**config.mk**
```make
export PLATFORM = sky130hd
export DESIGN_NAME = cla_serial_adder
export DESIGN_NICKNAME = d
export VERILOG_FILES = /design/src/rtl/cla_serial_adder_pkg.sv /design/src/rtl/cla_serial_adder_cla4.sv /design/src/rtl/cla_serial_adder.sv
export SDC_FILE = /design/constraint.sdc
export NUM_CORES = 1
export LEC_CHECK = 0
export ABC_AREA = 1
export ABC_CLOCK_PERIOD_IN_PS = 3800
export CAP_MARGIN = 20
export CORE_MARGIN = 5
export CORE_UTILIZATION = 45
export CTS_CLUSTER_DIAMETER = 120
export CTS_CLUSTER_SIZE = 16
export DETAILED_ROUTE_END_ITERATION = 12
export GPL_TIMING_DRIVEN = 0
export PLACE_DENSITY = 0.83
export SLEW_MARGIN = 20
export SYNTH_ARGS = -nofsm -noshare
export SYNTH_HDL_FRONTEND = slang
export SYNTH_SLANG_ARGS = --single-unit
```
**constraint.sdc**
```tcl
create_clock -name clk -period 3.8 [get_ports clk]
set_clock_uncertainty 0.2 [all_clocks]
set_input_delay 0.76 -clock clk [delete_from_list [all_inputs] [get_ports clk]]
set_output_delay 0.76 -clock clk [all_outputs]
set_load 0.05 [all_outputs]
```
**src/rtl/cla_serial_adder_pkg.sv**
```systemverilog
// Shared types and constants for the nibble-serial CLA adder.
// Imported by the top and by the slice.
package cla_serial_adder_pkg;

   localparam int SLICE_W = 4;

   typedef enum logic [1:0] {
      IDLE = 2'd0,
      RUN  = 2'd1,
      DONE = 2'd2
   } state_t;

   function automatic int nslice(input int width);
      return width / SLICE_W;
   endfunction

endpackage

```
**src/rtl/cla_serial_adder_cla4.sv**
```systemverilog
// Shared 4-bit carry-lookahead slice.
// Reports nibble sum plus group generate/propagate.
import cla_serial_adder_pkg::*;

module cla_4bits (
   input  logic [SLICE_W-1:0] i_a,
   input  logic [SLICE_W-1:0] i_b,
   input  logic               i_c,
   output logic [SLICE_W-1:0] o_s,
   output logic               o_gm,
   output logic               o_pm
);

   logic [SLICE_W-1:0] w_g;
   logic [SLICE_W-1:0] w_p;
   logic [SLICE_W-1:0] w_c;

   assign w_g = i_a & i_b;
   assign w_p = i_a ^ i_b;

   assign w_c[0] = i_c;
   assign w_c[1] = w_g[0] | (w_p[0] & i_c);
   assign w_c[2] = w_g[1] | (w_p[1] & w_g[0])
                 | (w_p[1] & w_p[0] & i_c);
   assign w_c[3] = w_g[2] | (w_p[2] & w_g[1])
                 | (w_p[2] & w_p[1] & w_g[0])
                 | (w_p[2] & w_p[1] & w_p[0] & i_c);

   assign o_s  = w_p ^ w_c;
   assign o_gm = w_g[3] | (w_p[3] & w_g[2])
               | (w_p[3] & w_p[2] & w_g[1])
               | (w_p[3] & w_p[2] & w_p[1] & w_g[0]);
   assign o_pm = &w_p;

endmodule

```
**src/rtl/cla_serial_adder.sv**
```systemverilog
// Nibble-serial adder: one CLA slice reused LSB-first,
// valid/ready on both sides, all outputs registered.
import cla_serial_adder_pkg::*;

module cla_serial_adder #(
   parameter int WIDTH = 32
) (
   input  logic             clk,
   input  logic             rst,
   input  logic             in_valid,
   output logic             in_ready,
   input  logic [WIDTH-1:0] a,
   input  logic [WIDTH-1:0] b,
   input  logic             cin,
   output logic             out_valid,
   input  logic             out_ready,
   output logic [WIDTH-1:0] sum,
   output logic             cout,
   output logic             ovf
);

   localparam int NSLICE = nslice(WIDTH);
   localparam int CW     = $clog2(NSLICE);
   localparam logic [CW-1:0] LAST = CW'(NSLICE - 1);

   state_t             r_state;
   logic [CW-1:0]      r_cnt;
   logic [WIDTH-1:0]   r_a;
   logic [WIDTH-1:0]   r_b;
   logic [WIDTH-1:0]   r_sum;
   logic               r_carry;
   logic               r_cout;
   logic               r_ovf;
   logic               r_out_valid;
   logic               r_in_ready;

   logic [SLICE_W-1:0] w_a_nib;
   logic [SLICE_W-1:0] w_b_nib;
   logic [SLICE_W-1:0] w_s;
   logic               w_gm;
   logic               w_pm;
   logic               w_carry_nxt;
   logic               w_ovf;

   assign w_a_nib     = r_a[r_cnt*SLICE_W +: SLICE_W];
   assign w_b_nib     = r_b[r_cnt*SLICE_W +: SLICE_W];
   assign w_carry_nxt = w_gm | (w_pm & r_carry);
   // Only meaningful on the last slice, where w_s holds the MSB nibble
   assign w_ovf = (r_a[WIDTH-1] == r_b[WIDTH-1])
               && (w_s[SLICE_W-1] != r_a[WIDTH-1]);

   cla_4bits u_slice (
      .i_a  (w_a_nib),
      .i_b  (w_b_nib),
      .i_c  (r_carry),
      .o_s  (w_s),
      .o_gm (w_gm),
      .o_pm (w_pm)
   );

   always_ff @(posedge clk or posedge rst) begin
      if (rst) begin
         r_state     <= IDLE;
         r_cnt       <= '0;
         r_a         <= '0;
         r_b         <= '0;
         r_sum       <= '0;
         r_carry     <= 1'b0;
         r_cout      <= 1'b0;
         r_ovf       <= 1'b0;
         r_out_valid <= 1'b0;
         r_in_ready  <= 1'b1;
      end else begin
         unique case (r_state)
            IDLE: begin
               if (in_valid && r_in_ready) begin
                  r_a        <= a;
                  r_b        <= b;
                  r_carry    <= cin;
                  r_cnt      <= '0;
                  r_in_ready <= 1'b0;
                  r_state    <= RUN;
               end
            end
            RUN: begin
               r_sum[r_cnt*SLICE_W +: SLICE_W] <= w_s;
               r_carry <= w_carry_nxt;
               r_cnt   <= r_cnt + 1'b1;
               if (r_cnt == LAST) begin
                  r_cout      <= w_carry_nxt;
                  r_ovf       <= w_ovf;
                  r_out_valid <= 1'b1;
                  r_state     <= DONE;
               end
            end
            DONE: begin
               if (out_ready) begin
                  r_out_valid <= 1'b0;
                  r_in_ready  <= 1'b1;
                  r_state     <= IDLE;
               end
            end
            default: r_state <= IDLE;
         endcase
      end
   end

   assign in_ready  = r_in_ready;
   assign out_valid = r_out_valid;
   assign sum       = r_sum;
   assign cout      = r_cout;
   assign ovf       = r_ovf;

endmodule

```
After elaboration in Yosys (flattened, before gate mapping):

Cells that the tools add are included.

* output and inout bits: 36
* input bits: 69
* word-level logic and storage cells: 80
* bits in registers: 106

* shifts and indexed selects: 4
* eq/ne operators: 8
* reductions and logical operators: 13
* mux-type cells: 15
* $add $sub $neg: 2
* bitwise operators: 28

Operators by type and width (count)
* $shiftx 32x6->4: 2
* $neg 5->34: 1
* $shift 4x34->32 const A: 1
* $shiftx 4x34->32: 1
* $bwmux 32: 1
* $and 1x1->1: 15
* $or 1x1->1: 10
* $reduce_and 3->1: 3
* $xor 4x4->4: 2
* $mux 2: 3
* $ne 2x2->1 const B: 3
* $pmux 1 s2: 3
* $pmux 2 s3: 1
* $pmux 3 s2: 1
* $reduce_and 2->1: 3
* $reduce_bool 2->1: 3
* $mux 1: 5
* $and 4x4->4: 1
* $reduce_and 4->1: 1
* $add 3x1->3 const B: 1
* $eq 3x3->1 const B: 1
* $mux 3: 1
* $eq 2x1->1 const B: 1
* $eq 2x2->1 const B: 1
* other kinds (4): 5

Logic depth before layout (Yosys ltp):

Gate-level depths: netlist (run 1).

* depth after elaboration: 9
* gate-level depth with buffers: 15
* depth with buffers taken out: 15

Hierarchy:

From an unflattened synthesis (run 1), not the netlist that was laid out.

* cells, all modules: 699
* area total of the unflattened synthesis: 5415.2 um2

By module, submodules not included
* cla_serial_adder: instances 1, cells an instance 667, area each 5213.8 um2
* cla_4bits: instances 1, cells an instance 32, area each 201.4 um2

Least setup slack after synthesis (run 1):

OpenSTA, ideal clock, no wires.

* kind: register to register
* start: register r_cnt[0]
* end: register r_sum[19] (netlist: sum[19])
* slack: 1.332 ns
* arrival time: 2.150 ns
* cell stages (with the launch flop): 15
* library setup time: 0.118 ns
* cells stage by stage: dfrtp_1 buf_2 clkbuf_1 o21ai_0 o22ai_1 nand2_1 nand2_1 ha_1 or2_2 nand2_1 nand2_1 nand2_1 nand2_1 nand3_1 nand2_1

* cells in the longest elaborated chain, start to end: 9

Ends and longest elaborated chain
* from (decl): line cla_serial_adder.sv:27 `logic [CW-1:0] r_cnt;`
* from (signal assigned): line cla_serial_adder.sv:88 `r_cnt <= r_cnt + 1'b1;`
* $shiftx 32x6->4, on equally long branches: line cla_serial_adder.sv:45, cla_serial_adder.sv:46
* $xor 4x4->4 or $and 4x4->4 (tied branches): line cla_serial_adder_cla4.sv:19, cla_serial_adder_cla4.sv:18
* $and 1x1->1, on equally long branches: line cla_serial_adder_cla4.sv:25, cla_serial_adder_cla4.sv:26, cla_serial_adder_cla4.sv:27
* $or 1x1->1, or another cell as far along: line cla_serial_adder_cla4.sv:25 `assign w_c[3] = w_g[2] | (w_p[2] & w_g[1])`
* $or 1x1->1 or $and 1x1->1 (tied branches): line cla_serial_adder_cla4.sv:26, cla_serial_adder_cla4.sv:27
* $or 1x1->1: line cla_serial_adder_cla4.sv:27 `| (w_p[2] & w_p[1] & w_p[0] & i_c);`
* $xor 4x4->4: line cla_serial_adder_cla4.sv:29 `assign o_s = w_p ^ w_c;`
* $shiftx 4x34->32: line cla_serial_adder.sv:86 `r_sum[r_cnt*SLICE_W +: SLICE_W] <= w_s;`
* $bwmux 32 (*): line cla_serial_adder.sv:86
* to (signal, indexed assignment): line cla_serial_adder.sv:86
* to (decl): line cla_serial_adder.sv:30 `logic [WIDTH-1:0] r_sum;`

Mark *: on every way between the ends. The rest lies on a longest branch, timed or not.
A chain may end at the register's enable or synchronous reset.

Worst setup path in the final report (run 1):

* start: register r_cnt[1]
* end: register r_sum[19] (netlist: sum[19])

The elaborated chain is that of the path after synthesis.

==> results of run 1 <==
area by class of cell:
cell class | count | area (sq um)
Sequential cell | 106 | 2654
Buffer | 27 | 111.4
Timing Repair Buffer | 105 | 1069
Tap cell | 140 | 175.2
Fill cell | 968 | 4410
Multi-Input combinational cell | 459 | 2047
Inverter | 35 | 137.6
Clock inverter | 5 | 37.54
Clock buffer | 11 | 151.4
where the power goes:
part           total, W  internal (W)  switching (W)  leakage [nW]
clock network  0.000664      0.000277       0.000387        0.0919
logic           0.00323       0.00105        0.00218          1.71
registers       0.00190       0.00161       0.000289          1.35
total           0.00580       0.00294        0.00286          3.15
worst max-delay path, stage by stage (launching register included):
cell and delay [ns]:
dfrtp_1 0.44, inv_1 0.22, clkbuf_1 0.44, o21ai_0 0.18
o22ai_1 0.20, nand2_1 0.08, nand2_1 0.09, ha_1 0.27
or2_2 0.29, nand2_1 0.11, nand2_1 0.08, nand2_1 0.08
nand2_1 0.19, nand3_1 0.17, nand2_1 0.06
cells in the final DEF, fill, tap and decap left out:
cell | netlist | final
clkbuf_1 | 17 | 17
clkinvlp_4 | 0 | 2
nor3_2 | 1 | 1
dfrtp_1 | 105 | 105
nor3b_1 | 1 | 1
nor2_1 | 40 | 40
nand3_4 | 1 | 1
buf_2 | 8 | 8
nor3_4 | 2 | 2
nand3_1 | 13 | 13
nor3_1 | 1 | 1
dfstp_2 | 1 | 1
buf_16 | 0 | 1
nand2_1 | 296 | 296
nand2_2 | 1 | 1
xnor2_1 | 1 | 1
or2_2 | 1 | 1
clkdlybuf4s50_1 | 0 | 104
clkbuf_8 | 0 | 11
o21ai_0 | 51 | 51
o22ai_1 | 13 | 13
nor2_2 | 5 | 5
inv_6 | 0 | 2
a21oi_1 | 6 | 6
inv_1 | 31 | 30
clkinv_2 | 1 | 2
o31ai_1 | 1 | 1
inv_2 | 3 | 3
clkinv_4 | 0 | 1
nand4_1 | 9 | 9
fa_1 | 1 | 1
nand3_2 | 2 | 2
o21ai_1 | 5 | 5
ha_1 | 8 | 8
buf_1 | 2 | 2
synth_stat cells:
master,n,area share [%]
nand3_4,1,0.35
nor3_2,1,0.20
nor2_1,40,3.0
inv_2,3,0.23
o31ai_1,1,0.15
buf_1,2,0.15
nor3_1,1,0.10
o21ai_1,5,0.51
nor3b_1,1,0.15
o21ai_0,51,5.2
clkbuf_1,17,1.3
nand3_1,13,1.3
clkinv_2,1,0.10
inv_1,31,2.4
xnor2_1,1,0.18
a21oi_1,6,0.61
fa_1,1,0.40
nor3_4,2,0.66
nand4_1,9,1.1
o22ai_1,13,1.6
nand3_2,2,0.40
nand2_1,296,22
ha_1,8,2.0
nor2_2,5,0.63
or2_2,1,0.13
dfstp_2,1,0.53
buf_2,8,0.81
nand2_2,1,0.13
dfrtp_1,105,53
sequential cells by signal (all words and copies together), names as in the netlist:
register   count
cout           1
in_ready       1
out_valid      1
ovf            1
r_a           32
r_b           32
r_carry        1
r_cnt          3
r_state        2
sum           32
logic make-up (layout without fill, tap and decap cells):
group	Yosys count	count (layout)	share of synthesized area, %
AOI/OAI and AO/OA	76	76	8.072
xor gates and xnor gates	1	1	0.1772
adders and majority gates	9	9	2.429
buffers and inverters	62	183	4.934
DFF	106	106	53.67
and+or+nand+nor	373	373	30.72
worst max path at each step:
stage	end	slack, ns	cells past startpoint
after global routing	sum[15]	0.37	14
after global placement	r_b[1]	-1.26	2
final	sum[19]	0.61	14
after floorplan	cout	0.05	1
after detailed placement	sum[19]	0.71	14
after CTS	sum[19]	0.70	14
per-stage QoR:
stage	instance area [sq um]	instances	worst slack (ns)
after floorplan	4945	627	0.05276
after global placement	6161	871	-1.260
after detailed placement	6193	872	0.7148
after CTS	6382	888	0.6956
after global routing	6382	888	0.3693
final	6382	888	0.6142
per-layer routing:
metal | wire length [um] | vias to the layer above | track usage [%] | part of all wire, %
li1 | - | 2216 | - | -
met1 | 5354 | 2116 | 24.90 | 42
met2 | 6195 | 182 | 33.45 | 48
met3 | 912 | 31 | 4.105 | 7.1
met4 | 387 | 0 | 8.764 | 3.0
met5 | 0 | - | 0 | 0
==> flow_metrics.py, run 1 <==
metrics = {
    "min_path": {
        "min_to": "r_a[9]",
        "hp-start": "r_a[9]",
        "hold_path.class": "register to register",
        "holdPathStages": 2,
    },
    "cells_and_area": {
        "drive_gt1_share_pct": 5.882,
        "diodes": 0,
        "layout.nets": 821,
        "utilization_pct": 59.14,
        "area_delta_synth_final_pct": 29.07,
    },
    "timing": {
        "finalHoldViolCount": 0,
        "fin_tns_setup_ns": 0,
        "max_slew.worst_pin.slew_ns": 0.5547,
        "setup_violations": 0,
        "rsz0062_at_grt": "false",
        "fmax_ghz": 0.3139,
        "period_needed_ns": 3.186,
        "post-route-period-util_pct": 83.84,
        "slew_headroom_pct": 63.02,
        "drv_slew": 0,
        "hold_ws_ns": 0.2799,
    },
    "place": {
        "io_buffer_count": 104,
        "dp_hpwl_mm": 9.810,
        "place.gp.congestion": 0.9170,
    },
    "synthesis": {
        "synthCells": 627,
        "synth_cell_types": 29,
        "postSynthAreaPerCell_sq_um": 7.886,
        "synth_warnings": 0,
        "ys_seq_area_share_pct": 53.67,
        "synth_fp_nets": 705,
        "synth_area_sq_mm": 0.004945,
        "postSynthRegisterBits": 106,
    },
    "worst_setup_path": {
        "r2r_slack_ns": 0.61,
        "crit_arrival_ns": 3.26,
        "worstPathRequired_ns": 3.87,
        "cp-startpoint": "r_cnt[1]",
        "path_class": "register to register",
        "r2r_cells": 14,
        "timing.rr.start": "r_cnt[1]",
        "crit_fanout": 10,
        "cp-start-kind": "register",
        "end_kind": "register",
        "r2r-end": "sum[19]",
    },
    "pwr": {
        "power.density_mw_per_mm2": 908.1,
        "finalPower_w": 0.005796,
        "ir_drop_mv": 0.4423,
        "leakage_nw": 3.153,
    },
    "floorplan": {
        "start_util_pct": 45.81,
        "core_sq_mm": 0.01079,
        "die_area_sq_mm": 0.01318,
        "die_h_um": 114.8,
        "rows": 38,
        "die-width_um": 114.8,
        "boundaryPins": 105,
    },
    "detailed_routing": {
        "drt_pre_antenna_iters": 5,
        "drt_iter0_drc": 322,
        "postRouteAntennaNets": 0,
        "wl_mm": 12.85,
        "vias_per_cell": 5.118,
        "route.detailed.drc": 0,
        "vias": 4545,
        "wl_per_cell_um": 14.47,
    },
    "clocking": {
        "cts_buffer_depth": 2,
        "cts_sinks": 106,
        "cts_setup_buffers": 0,
        "htreeDepth": 3,
        "cts.clk_slew.worst_paths_ns": 0.10,
        "ctsResizeCount": 0,
        "cts_buffers": 9,
        "cts-root-buf": "clkbuf_8",
        "cts_tree": "yes",
        "cts_hold_buf": 0,
        "insertion_delay_ns": 0.38,
    },
    "job": {
        "max_cap_violations": 0,
    },
    "grt": {
        "grt_pass1_vias": 4496,
        "grt_pass1_wl_mm": 20.87,
        "grt_start_max_net_pins": 60,
        "antenna_found_initial": 0,
        "grt_use_total_pct": 19.89,
        "gr-total-overflow": 0,
    },
    "outcome": {
        "run_status": "complete, no violations",
    },
}
Power figures use the tool's default switching activity.
==> inputs of run 2 (changes only) <==
- ABC_CLOCK_PERIOD_IN_PS: 3800 -> 3050
- PLACE_DENSITY: 0.83 -> 0.8
- clock period: 3.8 -> 3.05 ns (I/O delays scaled with it)
==> flow_metrics.py, run 2 (synthesized netlist as in run 1, its figures left out) <==
metrics = {
    "cells_and_area": {
        "layout.nets": 822,
        "diodes": 0,
        "final_common_cell": "nand2_1",
        "fin_cells": 889,
        "area_delta_synth_final_pct": 30.39,
        "utilization_pct": 59.74,
        "layout_common_cells": "295 x nand2_1, 105 x dfrtp_1, 104 x clkdlybuf4s50_1",
        "drive_gt1_share_pct": 7.210,
    },
    "clocking": {
        "cts_setup_buffers": 0,
        "cts-root-buf": "clkbuf_8",
        "cts_buffers": 9,
        "cts_sinks": 106,
        "cts.clk_slew.worst_paths_ns": 0.09,
        "htreeDepth": 3,
        "insertion_delay_ns": 0.38,
        "cts_tree": "yes",
        "cts_buffer_depth": 2,
    },
    "grt": {
        "grt_start_max_net_pins": 33,
        "grt_pass1_vias": 4492,
        "grt_use_total_pct": 19.94,
        "grt_pass1_wl_mm": 20.96,
        "gr-total-overflow": 0,
        "antenna_found_initial": 0,
    },
    "worst_setup_path": {
        "crit_arrival_ns": 2.87,
        "worstPathRequired_ns": 3.11,
        "path_class": "register to register",
        "r2r_slack_ns": 0.25,
        "r2r-end": "sum[19]",
        "cp-start-kind": "register",
        "r2r_cells": 14,
        "timing.rr.start": "r_cnt[0]",
        "end_kind": "register",
        "crit_fanout": 10,
    },
    "detailed_routing": {
        "drt_iter0_drc": 250,
        "vias": 4487,
        "route.detailed.drc": 0,
        "drt_pre_antenna_iters": 5,
        "wl_mm": 12.78,
        "postRouteAntennaNets": 0,
        "wl_per_cell_um": 14.37,
        "vias_per_cell": 5.047,
    },
    "floorplan": {
        "die-width_um": 114.8,
        "die_h_um": 114.8,
        "start_util_pct": 45.81,
        "core_sq_mm": 0.01079,
        "boundaryPins": 105,
        "die_area_sq_mm": 0.01318,
        "rows": 38,
    },
    "timing": {
        "rsz0062_at_grt": "false",
        "fmax_ghz": 0.3568,
        "setup_violations": 0,
        "drv_slew": 0,
        "period_needed_ns": 2.802,
        "max_slew.worst_pin.slew_ns": 0.5975,
        "post-route-period-util_pct": 91.88,
        "slew_headroom_pct": 60.04,
        "finalHoldViolCount": 0,
    },
    "min_path": {
        "hold_path.class": "register to register",
        "holdPathStages": 2,
        "hp-start": "sum[25]",
        "min_to": "sum[25]",
    },
    "place": {
        "dp_hpwl_mm": 9.984,
        "place_inst": 874,
        "io_buffer_count": 104,
        "place.gp.congestion": 0.8671,
    },
    "pwr": {
        "ir_drop_mv": 0.6081,
        "power.density_mw_per_mm2": 1128,
        "leakage_nw": 3.189,
        "finalPower_w": 0.007273,
    },
    "outcome": {
        "run_status": "complete, no violations",
    },
    "job": {
        "max_cap_violations": 0,
    },
}
run 2: cell count changes in the layout (fill, tap and decap cells not counted), sizes merged:
| cell | previous run | this run |
|---|---|---|
| bufinv | 0 | 1 |
| inv | 35 | 32 |
| clkinvlp | 2 | 3 |
| clkbuf | 28 | 30 |
run 2: worst max-delay path by stage:
stage	start	to
final	r_cnt[0]	sum[19]
after CTS	r_cnt[0]	sum[19]
after detailed placement	r_cnt[0]	sum[19]
after floorplan	r_cnt[0]	sum[19]
after global routing	r_cnt[0]	sum[19]
after global placement	rst	r_a[29]
run 2: area by class of cell:
type                            instances  area, sq um
Clock inverter                          4        51.30
Inverter                               35        140.1
Multi-Input combinational cell        459         2052
Buffer                                 26        121.4
Timing Repair Buffer                  107         1109
Sequential cell                       106         2654
Tap cell                              140        175.2
Clock buffer                           12        145.1
Fill cell                             962         4345
run 2: per-stage QoR:
step                      setup WS [ns]  instance area (sq um)  setup TNS [ns]  hold slack (ns)
after floorplan                  0.5823                   4949               0           0.2366
after global placement          0.03865                   6165               0           0.2490
after detailed placement       -0.02041                   6232        -0.06805           0.2531
after CTS                       0.03600                   6427               0           0.2771
after global routing            0.01344                   6447               0           0.2956
final                            0.2476                   6447               0           0.2779
run 2: routing by layer:
metal | global-route usage [%] | share of wire (%) | up-vias
li1 | - | - | 2221
met3 | 4.526 | 6.0 | 18
met5 | 0 | 0 | -
met4 | 6.416 | 1.7 | 0
met2 | 33.53 | 48 | 167
met1 | 25.73 | 44 | 2081
run 2: timing repair:
item | in CTS | in global routing
setup endpoints to repair | 8 | 16
hold buffers | 0 | 0
resized for setup | 2 | 16
run 2: report_power, final:
| part | internal [W] | switching, W | total (W) |
|---|---|---|---|
| combinational | 0.00134 | 0.00269 | 0.00403 |
| sequential | 0.00200 | 0.000358 | 0.00236 |
| clock | 0.000403 | 0.000473 | 0.000876 |
run 2: worst max-delay path: stages (launching register included):
cell      delay, ns
dfrtp_1        0.42
clkbuf_4       0.20
clkbuf_4       0.20
o21ai_0        0.21
o22ai_1        0.12
nand2_1        0.07
nand2_1        0.07
ha_1           0.33
or2_2          0.28
nand2_1        0.11
nand2_1        0.08
nand2_1        0.10
nand2_2        0.13
nand3_1        0.12
nand2_1        0.05
